--- config.mk ---
export PLATFORM = sky130hd
export DESIGN_NAME = pipe_skid_reg
export DESIGN_NICKNAME = d
export VERILOG_FILES = /design/src/rtl/pipe_skid_reg.sv
export SDC_FILE = /design/constraint.sdc
export NUM_CORES = 1
export LEC_CHECK = 0
export CORE_ASPECT_RATIO = 2
export CORE_MARGIN = 10
export CORE_UTILIZATION = 32
export CTS_BUF_LIST = sky130_fd_sc_hd__clkbuf_2
export CTS_CLUSTER_SIZE = 30
export DETAILED_ROUTE_END_ITERATION = 16
export MAX_ROUTING_LAYER = met4
export SYNTH_ARGS = -nofsm -noshare
export SYNTH_HDL_FRONTEND = slang
export SYNTH_SLANG_ARGS = --single-unit
--- constraint.sdc ---
create_clock -name clock -period 4 [get_ports clock]
set_clock_uncertainty 0.2 [all_clocks]
set_input_delay 0.4 -clock clock [delete_from_list [all_inputs] [get_ports clock]]
set_output_delay 0.4 -clock clock [all_outputs]
set_load 0.005 [all_outputs]
--- src/rtl/pipe_skid_reg.sv ---
// pipe_skid_reg -- two-entry pipeline register (main + skid) with flush.
//   Upstream beats arrive on in_valid/in_ready and leave in order on
//   out_valid/out_ready. out_* come straight from the main-entry flops and
//   in_ready depends only on state and flush, so the stage breaks timing
//   paths in both directions while still sustaining 1 beat/cycle.
// Ports:
//   clock, reset_n          clock, async active-low reset
//   flush                   synchronous discard of held and incoming beats
//   in_valid/in_ready       upstream handshake
//   in_ctrl/in_data/in_rd   upstream payload
//   out_valid/out_ready     downstream handshake
//   out_ctrl/out_data/out_rd downstream payload (zero when out_valid=0)
//   occupancy               beats held (0..2)
//   drop_count              valid beats discarded by flush, saturating
module pipe_skid_reg #(
  parameter int DATA_W = 32,
  parameter int CTRL_W = 4,
  parameter int RD_W   = 5,
  parameter int CNT_W  = 16
) (
  input  logic              clock,
  input  logic              reset_n,
  input  logic              flush,
  input  logic              in_valid,
  output logic              in_ready,
  input  logic [CTRL_W-1:0] in_ctrl,
  input  logic [DATA_W-1:0] in_data,
  input  logic [RD_W-1:0]   in_rd,
  output logic              out_valid,
  input  logic              out_ready,
  output logic [CTRL_W-1:0] out_ctrl,
  output logic [DATA_W-1:0] out_data,
  output logic [RD_W-1:0]   out_rd,
  output logic [1:0]        occupancy,
  output logic [CNT_W-1:0]  drop_count
);

  typedef enum logic [1:0] {EMPTY = 2'd0, ONE = 2'd1, FULL = 2'd2} state_t;

  state_t            r_state;
  logic              r_rst_done;
  logic              r_main_vld, r_skid_vld;
  logic [CTRL_W-1:0] r_main_ctrl, r_skid_ctrl;
  logic [DATA_W-1:0] r_main_data, r_skid_data;
  logic [RD_W-1:0]   r_main_rd,   r_skid_rd;
  logic [CNT_W-1:0]  r_drop_cnt;

  logic              w_accept, w_take;
  logic [1:0]        w_drop_n;
  logic [CNT_W:0]    w_drop_sum;

  // r_rst_done holds in_ready low through the first edge after reset release.
  assign in_ready   = r_rst_done & (r_state != FULL) & ~flush;
  assign w_accept   = in_valid & in_ready;
  assign w_take     = r_main_vld & out_ready;

  // Entries still held at a flush edge: main counts only if not taken.
  assign w_drop_n   = 2'(r_main_vld & ~w_take) + 2'(r_skid_vld);
  // One extra bit catches overflow; max + 2 never exceeds it.
  assign w_drop_sum = {1'b0, r_drop_cnt} + (CNT_W+1)'(w_drop_n);

  assign out_valid  = r_main_vld;
  assign out_ctrl   = r_main_ctrl;
  assign out_data   = r_main_data;
  assign out_rd     = r_main_rd;
  assign occupancy  = r_state;
  assign drop_count = r_drop_cnt;

  always_ff @(posedge clock or negedge reset_n) begin
    if (!reset_n) begin
      r_state     <= EMPTY;
      r_rst_done  <= 1'b0;
      r_main_vld  <= 1'b0;
      r_skid_vld  <= 1'b0;
      r_main_ctrl <= '0;
      r_main_data <= '0;
      r_main_rd   <= '0;
      r_skid_ctrl <= '0;
      r_skid_data <= '0;
      r_skid_rd   <= '0;
      r_drop_cnt  <= '0;
    end else begin
      r_rst_done <= 1'b1;
      if (flush) begin
        r_state     <= EMPTY;
        r_main_vld  <= 1'b0;
        r_skid_vld  <= 1'b0;
        r_main_ctrl <= '0;
        r_main_data <= '0;
        r_main_rd   <= '0;
        r_skid_ctrl <= '0;
        r_skid_data <= '0;
        r_skid_rd   <= '0;
        r_drop_cnt  <= w_drop_sum[CNT_W] ? {CNT_W{1'b1}} : w_drop_sum[CNT_W-1:0];
      end else begin
        case (r_state)
          EMPTY: if (w_accept) begin
            r_state     <= ONE;
            r_main_vld  <= 1'b1;
            r_main_ctrl <= in_ctrl;
            r_main_data <= in_data;
            r_main_rd   <= in_rd;
          end
          ONE: begin
            if (w_accept && !w_take) begin
              r_state     <= FULL;
              r_skid_vld  <= 1'b1;
              r_skid_ctrl <= in_ctrl;
              r_skid_data <= in_data;
              r_skid_rd   <= in_rd;
            end else if (w_accept && w_take) begin
              r_main_ctrl <= in_ctrl;
              r_main_data <= in_data;
              r_main_rd   <= in_rd;
            end else if (w_take) begin
              r_state     <= EMPTY;
              r_main_vld  <= 1'b0;
              r_main_ctrl <= '0;
              r_main_data <= '0;
              r_main_rd   <= '0;
            end
          end
          FULL: if (w_take) begin
            // in_ready is low in FULL, so only the skid can refill main.
            r_state     <= ONE;
            r_skid_vld  <= 1'b0;
            r_main_ctrl <= r_skid_ctrl;
            r_main_data <= r_skid_data;
            r_main_rd   <= r_skid_rd;
            r_skid_ctrl <= '0;
            r_skid_data <= '0;
            r_skid_rd   <= '0;
          end
          default: begin
            r_state    <= EMPTY;
            r_main_vld <= 1'b0;
            r_skid_vld <= 1'b0;
          end
        endcase
      end
    end
  end

endmodule

==> impl_metrics.toml, run 1 <==
[layout]
final_area_sq_mm = 0.00645
area_growth_pct = 27.6
most-common-layout-cells = "clkdlybuf4s50_1, dfrtp_1, nand2_1"
nFillCells = 1549
multi_input_area_sq_mm = 0.00231
drive_above_1_share_pct = 5.70
layout_commonest_cell = "clkdlybuf4s50_1"
nets = 647
final_util_pct = 41.1
regArea_sq_mm = 0.00258

[synth]
yosysUniqueCellTypes = 44
synth_edf_count = 0
yosys_warnings = 0
syn_avg_cell_area_sq_um = 10.0
ys.flop_type = "dfrtp_1"
synth_seq_cells = 103
synth.net_count = 559
synth_area_leaders = "dfrtp_1, a221o_1, nand2_1, a22o_1, nor2b_1"
netlist_area_sq_mm = 0.00506
ys_seq_area_share_pct = 50.9
netlist_instances = 505
yosys.area.top_type = "dfrtp_1"
synth-async-reset-ratio_pct = 100
yosysTopAreaCellShare_pct = 50.9

[hold_path]
hp-class = "input pin to asynchronous set/reset pin"

[place]
portBuffers = 106
place.gp.congestion = 0.808
dp_hpwl_mm = 10.2
place_area_sq_mm = 0.00631

[floorplanning]
ios = 107
fp-row-count = 65
start_util_pct = 32.2
core_sq_mm = 0.0157
die-area_sq_mm = 0.0215
die_x_um = 109
die_h_um = 198

[timing]
fin_crit_sh_pct = 75.8
worstMarginPinSlew_ps = 893
relSlewSlack_pct = 40.4
max_freq_mhz = 330
hold_viol = 0
setup_viol = 0
setup_tns_ps = 0
drv_slew = 0
grt_setup_unrepaired = "false"
finalCriticalPeriod_ps = 3030
hold_ws_ps = 132

[cts]
cts_sinks = 103
clock_latency_ps = 570
clkSlewWorstSetupHoldPaths_ps = 300
cts.repair.resized = 0
ctsLongestPathBuffers = 2
clock-root-buffer = "clkbuf_2"
cts_tree = "done"
ctsHtreeMaxLevel = 3
postCtsSetupRepairBufs = 0
cts_buffers = 9

[power_and_ir_drop]
p_int_w = 0.00199
swShare_pct = 33.9
power.total_w = 0.00301
power_density_mw_per_mm2 = 466
p_switching_w = 0.00102
ir_drop_mv = 0.378
seqPwrFrac_pct = 44.8
clkPwrFrac_pct = 18.8
p_leak_nw = 2.78
comb_power_share_pct = 36.4

[route]
wl_per_cell_um = 18.5
drc = 0
avgViaCountPerCell = 5.26
drt_iter0_drc = 206
routed_wirelength_mm = 14.8
firstDrtPassIters = 6
num_vias = 4201
drtAntennaViolNets = 0

[worst_setup_path]
worst_setup_path_start_kind = "flop"
r2r_setup_slack_ps = 970
cp.required_ps = 4300
cp.arrival_ps = 3330
endpoint_kind = "flop"
worstReg2RegStart = "occupancy[0]$_DFFE_PN0P_"
path_class = "flop to flop"
reg2reg_depth = 7
r2r-end = "out_data[5]$_DFFE_PN0P_"
worstSetupStartpoint = "occupancy[0]$_DFFE_PN0P_"
path_max_fanout = 24

[global_route]
antenna_found_initial = 1
grt_pass1_wl_mm = 24.1
grt_start_max_net_pins = 83
grt-ovfl-total = 0
grtUsageTotal_pct = 14.6
grt_pass1_vias = 4477

[outcome]
status = "finished, final reports clean"

[flow_run]
cap_viol_max_count = 0
-- area by class of cell --
| class | count | share of cell area [%] |
|---|---|---|
| tap | 201 | 3.90 |
| sequential | 103 | 39.9 |
| multi-input combinational | 354 | 35.7 |
| timing repair buffer | 116 | 17.8 |
| inverter | 9 | 0.523 |
| clock buffer | 10 | 0.775 |
| clock inverter | 5 | 1.30 |
| antenna | 1 | 0.0388 |
-- sequential cells by signal (all words and copies together), names as in the netlist --
name / count
r_skid_ctrl: 4
drop_count: 16
r_skid_data: 32
out_valid: 1
occupancy: 2
out_data: 32
out_ctrl: 4
out_rd: 5
r_skid_rd: 5
r_rst_done: 1
r_skid_vld: 1
-- power by group through the flow --
stage	clock network, W	registers [W]	logic [W]
4_1_cts	0.000589	0.00135	0.00112
6_report	0.000566	0.00135	0.00110
2_1_floorplan	0	0.00135	0.000589
3_3_place_gp	0	0.00136	0.00109
3_5_place_dp	0	0.00137	0.00112
5_1_grt	0.000626	0.00138	0.00122
-- through the flow --
stage | worst slack (ps) | instances
finish | 968 | 799
global route | 769 | 799
CTS | 939 | 798
detailed placement | 719 | 782
global placement | 829 | 782
floorplan | 1470 | 505
-- synthesized netlist by cell type (2+ instances only) --
cell type    n
dfrtp_1    103
nand2_1     99
o21ai_0     45
nor2b_1     44
a221o_1     42
a22o_1      41
clkbuf_1    22
nor2_1      11
buf_2       10
inv_1        9
nor3_1       9
ha_1         7
xnor2_1      7
nand3_1      6
a21oi_1      5
clkbuf_2     4
nand4_1      4
a31oi_1      3
and3_1       3
buf_4        3
nor4_1       3
a2bb2oi_1    2
and2_1       2
-- cells by family after synthesis --
| family | Yosys count | synth area share [%] |
|---|---|---|
| buffers and inverters | 48 | 4.13 |
| AO/OA/AOI/OAI | 147 | 22.8 |
| XOR/XNOR | 8 | 1.38 |
| AND/OR/NAND/NOR | 188 | 18.2 |
| other | 1 | 0.0741 |
| flip-flops | 103 | 50.9 |
| multiplexers | 2 | 0.420 |
| adder cells (fa/ha/maj) | 8 | 2.13 |
-- routing by layer --
| metal | part of all wire (%) | vias to the layer above | global-route usage [%] |
|---|---|---|---|
| met1 | 37 | 2079 | 15.0 |
| met4 | 2.6 | 0 | 6.04 |
| met3 | 4.3 | 33 | 2.83 |
| met5 | 0 | - | - |
| li1 | - | 1980 | - |
| met2 | 56 | 109 | 26.1 |
-- timing repair --
item,4_1_cts,5_1_grt
endpoints found under the setup margin,0,0
endpoints found under the hold margin,51,0
hold buffers,1,0
-- critical path, cell delays in order, from the launching register on --
cell	delay (ps)
dfrtp_1	510
inv_1	90
ha_1	360
nand4bb_4	350
a211oi_1	490
nor2b_4	560
buf_12	250
a22o_1	150
-- worst max path at each step --
stage                                             to  slack [ps]  cells past startpoint
after global routing         out_data[1]$_DFFE_PN0P_         770                      7
after floorplan           drop_count[14]$_DFFE_PN0P_        1470                      9
final                        out_data[5]$_DFFE_PN0P_         970                      7
after CTS                    out_data[5]$_DFFE_PN0P_         940                      7
after global placement    drop_count[13]$_DFFE_PN0P_         830                     10
after detailed placement   drop_count[2]$_DFFE_PN0P_         720                     10
(Power assumes the default switching activity.)
==> inputs of run 2 (changes only) <==
clock period = 2.4 ns   (was 4 ns; I/O delays follow)
==> run 2 against run 1 <==
Effect of this change:
- the flow now finishes with violations (negative setup slack)
- setup slack worse by 1000 ps
- core utilization up 4.5 points
- global-route usage up 0.68 points
- final cell count up 7.8%
- largest power group unchanged
==> impl_metrics.toml, run 2 (synthesis results as in run 1) <==
[outcome]
status = "finished with violations"
failed_checks = "negative setup slack"

[global_route]
grt_start_max_net_pins = 49
grt_pass1_vias = 4666
grt_pass1_wl_mm = 25.1
grtUsageTotal_pct = 15.3
grt-ovfl-total = 0
antenna_found_initial = 1

[route]
num_vias = 4559
firstDrtPassIters = 4
wl_per_cell_um = 18.9
drc = 0
drt_iter0_drc = 187
drtAntennaViolNets = 0
avgViaCountPerCell = 5.30
routed_wirelength_mm = 16.3

[hold_path]
worst_hold_path.endpoint = "r_skid_data[28]$_DFFE_PN0P_"
min_path_cells = 3
hold_start = "in_data[28]"
hp-class = "input pin to flop"

[floorplanning]
start_util_pct = 32.2
die_x_um = 109
fp-row-count = 65
core_sq_mm = 0.0157
die_h_um = 198
ios = 107
die-area_sq_mm = 0.0215

[worst_setup_path]
r2r_setup_slack_ps = -30
worstReg2RegStart = "out_valid$_DFFE_PN0P_"
worst_setup_path_start_kind = "flop"
path_class = "flop to flop"
path_max_fanout = 3
endpoint_kind = "flop"
cp.required_ps = 2730
reg2reg_depth = 10
cp.arrival_ps = 2760
r2r-end = "drop_count[8]$_DFFE_PN0P_"

[cts]
cts_buffers = 9
clock-root-buffer = "clkbuf_2"
cts_sinks = 103
ctsHtreeMaxLevel = 3
clkSlewWorstSetupHoldPaths_ps = 280
ctsLongestPathBuffers = 2
cts_tree = "done"
clock_latency_ps = 620

[timing]
relSlewSlack_pct = 57.8
layout_setup_ws_ps = -34.1
grt_setup_unrepaired = "true"
max_freq_mhz = 411
setup_viol = 5
fin_crit_sh_pct = 101
drv_slew = 0
finalCriticalPeriod_ps = 2430
worstMarginPinSlew_ps = 633
hold_viol = 0

[layout]
drive_above_1_share_pct = 13.2
area_growth_pct = 41.4
final_area_sq_mm = 0.00715
multi_input_area_sq_mm = 0.00247
most-common-layout-cells = "clkdlybuf4s50_1, dfrtp_1, nand2_1"
nFillCells = 1475
regArea_sq_mm = 0.00258
nets = 708
layout_commonest_cell = "clkdlybuf4s50_1"

[power_and_ir_drop]
power.total_w = 0.00513
ir_drop_mv = 0.455
p_leak_nw = 3.07
power_density_mw_per_mm2 = 717

[place]
portBuffers = 106
place.gp.congestion = 0.806
post-place-ws_ps = -395
dp_hpwl_mm = 10.2
place_area_sq_mm = 0.00646

[flow_run]
cap_viol_max_count = 0
-- run 2: what timing repair did --
item,CTS,global route
cloned,3,2
endpoints found under the hold margin,133,0
pin swaps,5,10
setup endpoints to repair,55,43
hold buffers,33,0
gates resized for setup,25,11
buffers inserted,3,7
-- run 2: stage by stage --
stage | setup TNS (ps) | std cells | utilization, % | hold WS [ps]
2_1_floorplan | 0 | 505 | - | -256
3_3_place_gp | -13190 | 796 | 41.2 | 57.9
3_5_place_dp | -14450 | 796 | 41.2 | 69.0
4_1_cts | -354 | 851 | 44.8 | 4.41
5_1_grt | -1250 | 861 | 45.6 | 35.5
6_report | -91.1 | 861 | 45.6 | 55.9
-- run 2: worst max path at each step --
stage / start / to / slack (ps) / depth (start not counted)
after floorplan: out_valid$_DFFE_PN0P_ / drop_count[13]$_DFFE_PN0P_ / 10 / 10
final: out_valid$_DFFE_PN0P_ / drop_count[8]$_DFFE_PN0P_ / -30 / 10
after global placement: out_ready / drop_count[13]$_DFFE_PN0P_ / -360 / 10
after CTS: out_valid$_DFFE_PN0P_ / drop_count[12]$_DFFE_PN0P_ / -60 / 10
after detailed placement: out_ready / drop_count[13]$_DFFE_PN0P_ / -390 / 10
after global routing: out_valid$_DFFE_PN0P_ / drop_count[10]$_DFFE_PN0P_ / -150 / 10
-- run 2: critical path: stages (launching register included) --
cell      delay [ps]
dfrtp_1          470
nor2b_4          150
ha_4             260
ha_4             120
inv_2             30
fa_2             340
nand3b_1         220
buf_4            180
nor3_2           170
xnor2_1          170
nand2_2           60
-- run 2: per-layer routing --
metal / vias to the layer above / global-route usage [%] / wire (um)
li1: 2126 / - / -
met1: 2288 / 15.2 / 6030
met2: 127 / 28.6 / 9190
met3: 18 / 2.57 / 746
met4: 0 / 5.30 / 329
met5: - / - / 0
-- run 2: layout make-up --
type                    count  share of cell area (%)
flip-flops and latches    103                    36.0
multi-input cells         358                    34.5
repair buffers            173                    24.0
well taps                 201                    3.52
clock inverters             7                   0.735
clock buffers               9                   0.630
inverters                   9                   0.472
diodes                      1                  0.0350
-- run 2: report_power, final --
group / internal, W / total [W] / switching, W
clock network: 0.000152 / 0.000793 / 0.000641
registers: 0.00203 / 0.00224 / 0.000216
logic: 0.00111 / 0.00210 / 0.000982
==> inputs of run 3 (changes only) <==
CORE_UTILIZATION = 48   (was 32)
PLACE_DENSITY = 0.79   (was default)
==> run 3 against run 2 <==
Effect of this change:
- the flow now finishes without violations
- core utilization is 23 points higher
- power grew 5.3%
- sequential share of layout area fell by 0.082 points
==> impl_metrics.toml, run 3 (synthesis results as in run 1) <==
[floorplanning]
fp-row-count = 53
die-area_sq_mm = 0.0153
core_sq_mm = 0.0104
ios = 107
die_x_um = 92.6
start_util_pct = 48.6
die_h_um = 165

[timing]
fin_crit_sh_pct = 99.4
hold_ws_ps = 25.1
max_freq_mhz = 419
hold_viol = 0
worstMarginPinSlew_ps = 672
grt_setup_unrepaired = "true"
drv_slew = 0
setup_viol = 0
relSlewSlack_pct = 55.2
setup_tns_ps = 0
finalCriticalPeriod_ps = 2390

[power_and_ir_drop]
p_leak_nw = 3.14
power.total_w = 0.00540
ir_drop_mv = 0.470
power_density_mw_per_mm2 = 753

[layout]
area_growth_pct = 41.7
layout_commonest_cell = "clkdlybuf4s50_1"
most-common-layout-cells = "clkdlybuf4s50_1, dfrtp_1, nand2_1"
nFillCells = 775
nets = 708
drive_above_1_share_pct = 13.5
final_cells = 798

[place]
portBuffers = 106
place.gp.congestion = 0.819
post-place-cells = 730
dp_hpwl_mm = 9.67

[worst_setup_path]
worst_setup_path_start_kind = "flop"
crit_path_max_incr_delay_ps = 460
path_class = "flop to flop"
cp_top_family = "adder cells"
path_max_fanout = 5
critPathBufInv = 3
path_cells = "nor2b_4 > ha_4 > ha_4 > inv_2 > fa_2 > nand3b_1 > buf_6 > nor2_4 > buf_6 > and3_1 > o21ai_1"
cp.required_ps = 2720
endpoint_kind = "flop"
cp.arrival_ps = 2700
cp_slowest_cell = "dfrtp_1"

[global_route]
use_met2_pct = 37.5
met1_usage_pct = 21.5
use_met3_pct = 4.12
grt_pass1_vias = 4793
grt_pass1_wl_mm = 24.9
grtUsageTotal_pct = 21.1
grt_busiest_layer = "met2"
antenna_found_initial = 2
grt_start_max_net_pins = 83
grt-ovfl-total = 0

[route]
num_vias = 4731
drtAntennaViolNets = 0
drc = 0
wl_per_cell_um = 20.3
routed_wirelength_mm = 16.2
drt_iter0_drc = 398
avgViaCountPerCell = 5.93
firstDrtPassIters = 6

[hold_path]
hp-class = "input pin to flop"

[flow_run]
cap_viol_max_count = 0

[cts]
cts_buffers = 9
clock-root-buffer = "clkbuf_2"
ctsLongestPathBuffers = 2
cts_tree = "done"
clock_latency_ps = 600
clkSlewWorstSetupHoldPaths_ps = 260
cts_sinks = 103
ctsHtreeMaxLevel = 3

[outcome]
status = "finished, final reports clean"
-- run 3: changes by cell type in the layout (fill, tap and decap cells not counted), sizes merged, moves of 2 or more --
| cell | delta |
|---|---|
| buf | +6 |
| clkinv | -2 |
| clkinvlp | +2 |
| dlygate4sd3 | -9 |
| nor2 | +3 |
-- run 3: worst paths after layout --
check / end / slack (ps) / cells after the start / start
min reg2reg: r_skid_data[20]$_DFFE_PN0P_ / 320 / 2 / r_skid_data[20]$_DFFE_PN0P_
min in group asynchronous: drop_count[6]$_DFFE_PN0P_ / 510 / 3 / reset_n
max: drop_count[12]$_DFFE_PN0P_ / 10 / 11 / out_valid$_DFFE_PN0P_
min: r_skid_data[7]$_DFFE_PN0P_ / 30 / 3 / in_data[7]
max in group asynchronous: r_skid_data[6]$_DFFE_PN0P_ / 800 / 4 / reset_n
max reg2reg: drop_count[12]$_DFFE_PN0P_ / 10 / 11 / out_valid$_DFFE_PN0P_
-- run 3: final cells by class --
cell class	count	area, sq um	area share, %
antenna	2	5.00	0.0698
clock inverter	7	78.8	1.10
multi-input combinational	360	2490	34.7
clock buffer	9	45.0	0.628
timing repair buffer	171	1770	24.7
inverter	9	33.8	0.471
tap	137	171	2.39
sequential	103	2580	35.9
-- run 3: what timing repair did --
item,in CTS,in global routing
hold endpoints to repair,122,2
gates cloned,8,4
pin swaps,9,7
setup endpoints to repair,64,93
hold buffers,21,2
setup buffers,10,5
resized for setup,24,16
-- run 3: worst min-delay path, delay by kind of cell --
family | cells | cell delay (ps)
simple gates | 1 | 60
compound gates | 1 | 70
buf+inv | 1 | 430
-- run 3: through the flow --
| step | setup slack (ps) | utilization (%) | cell area [sq um] |
|---|---|---|---|
| floorplan | 10.1 | - | 5070 |
| global placement | -325 | 61.0 | 6350 |
| detailed placement | -454 | 61.0 | 6350 |
| CTS | -91.8 | 67.2 | 7000 |
| global route | -60.0 | 68.9 | 7170 |
| finish | 13.5 | 68.9 | 7170 |
-- run 3: power breakdown --
group	leakage, nW	internal, W	switching, W
combinational	1.70	0.00124	0.00106
clock	0.0708	0.000253	0.000607
sequential	1.37	0.00202	0.000216
total	3.14	0.00352	0.00188
-- run 3: per-layer routing --
metal | part of all wire, % | wire length [um]
met4 | 4.8 | 784
met1 | 36 | 5800
met5 | 0 | 0
met2 | 54 | 8710
met3 | 5.6 | 907
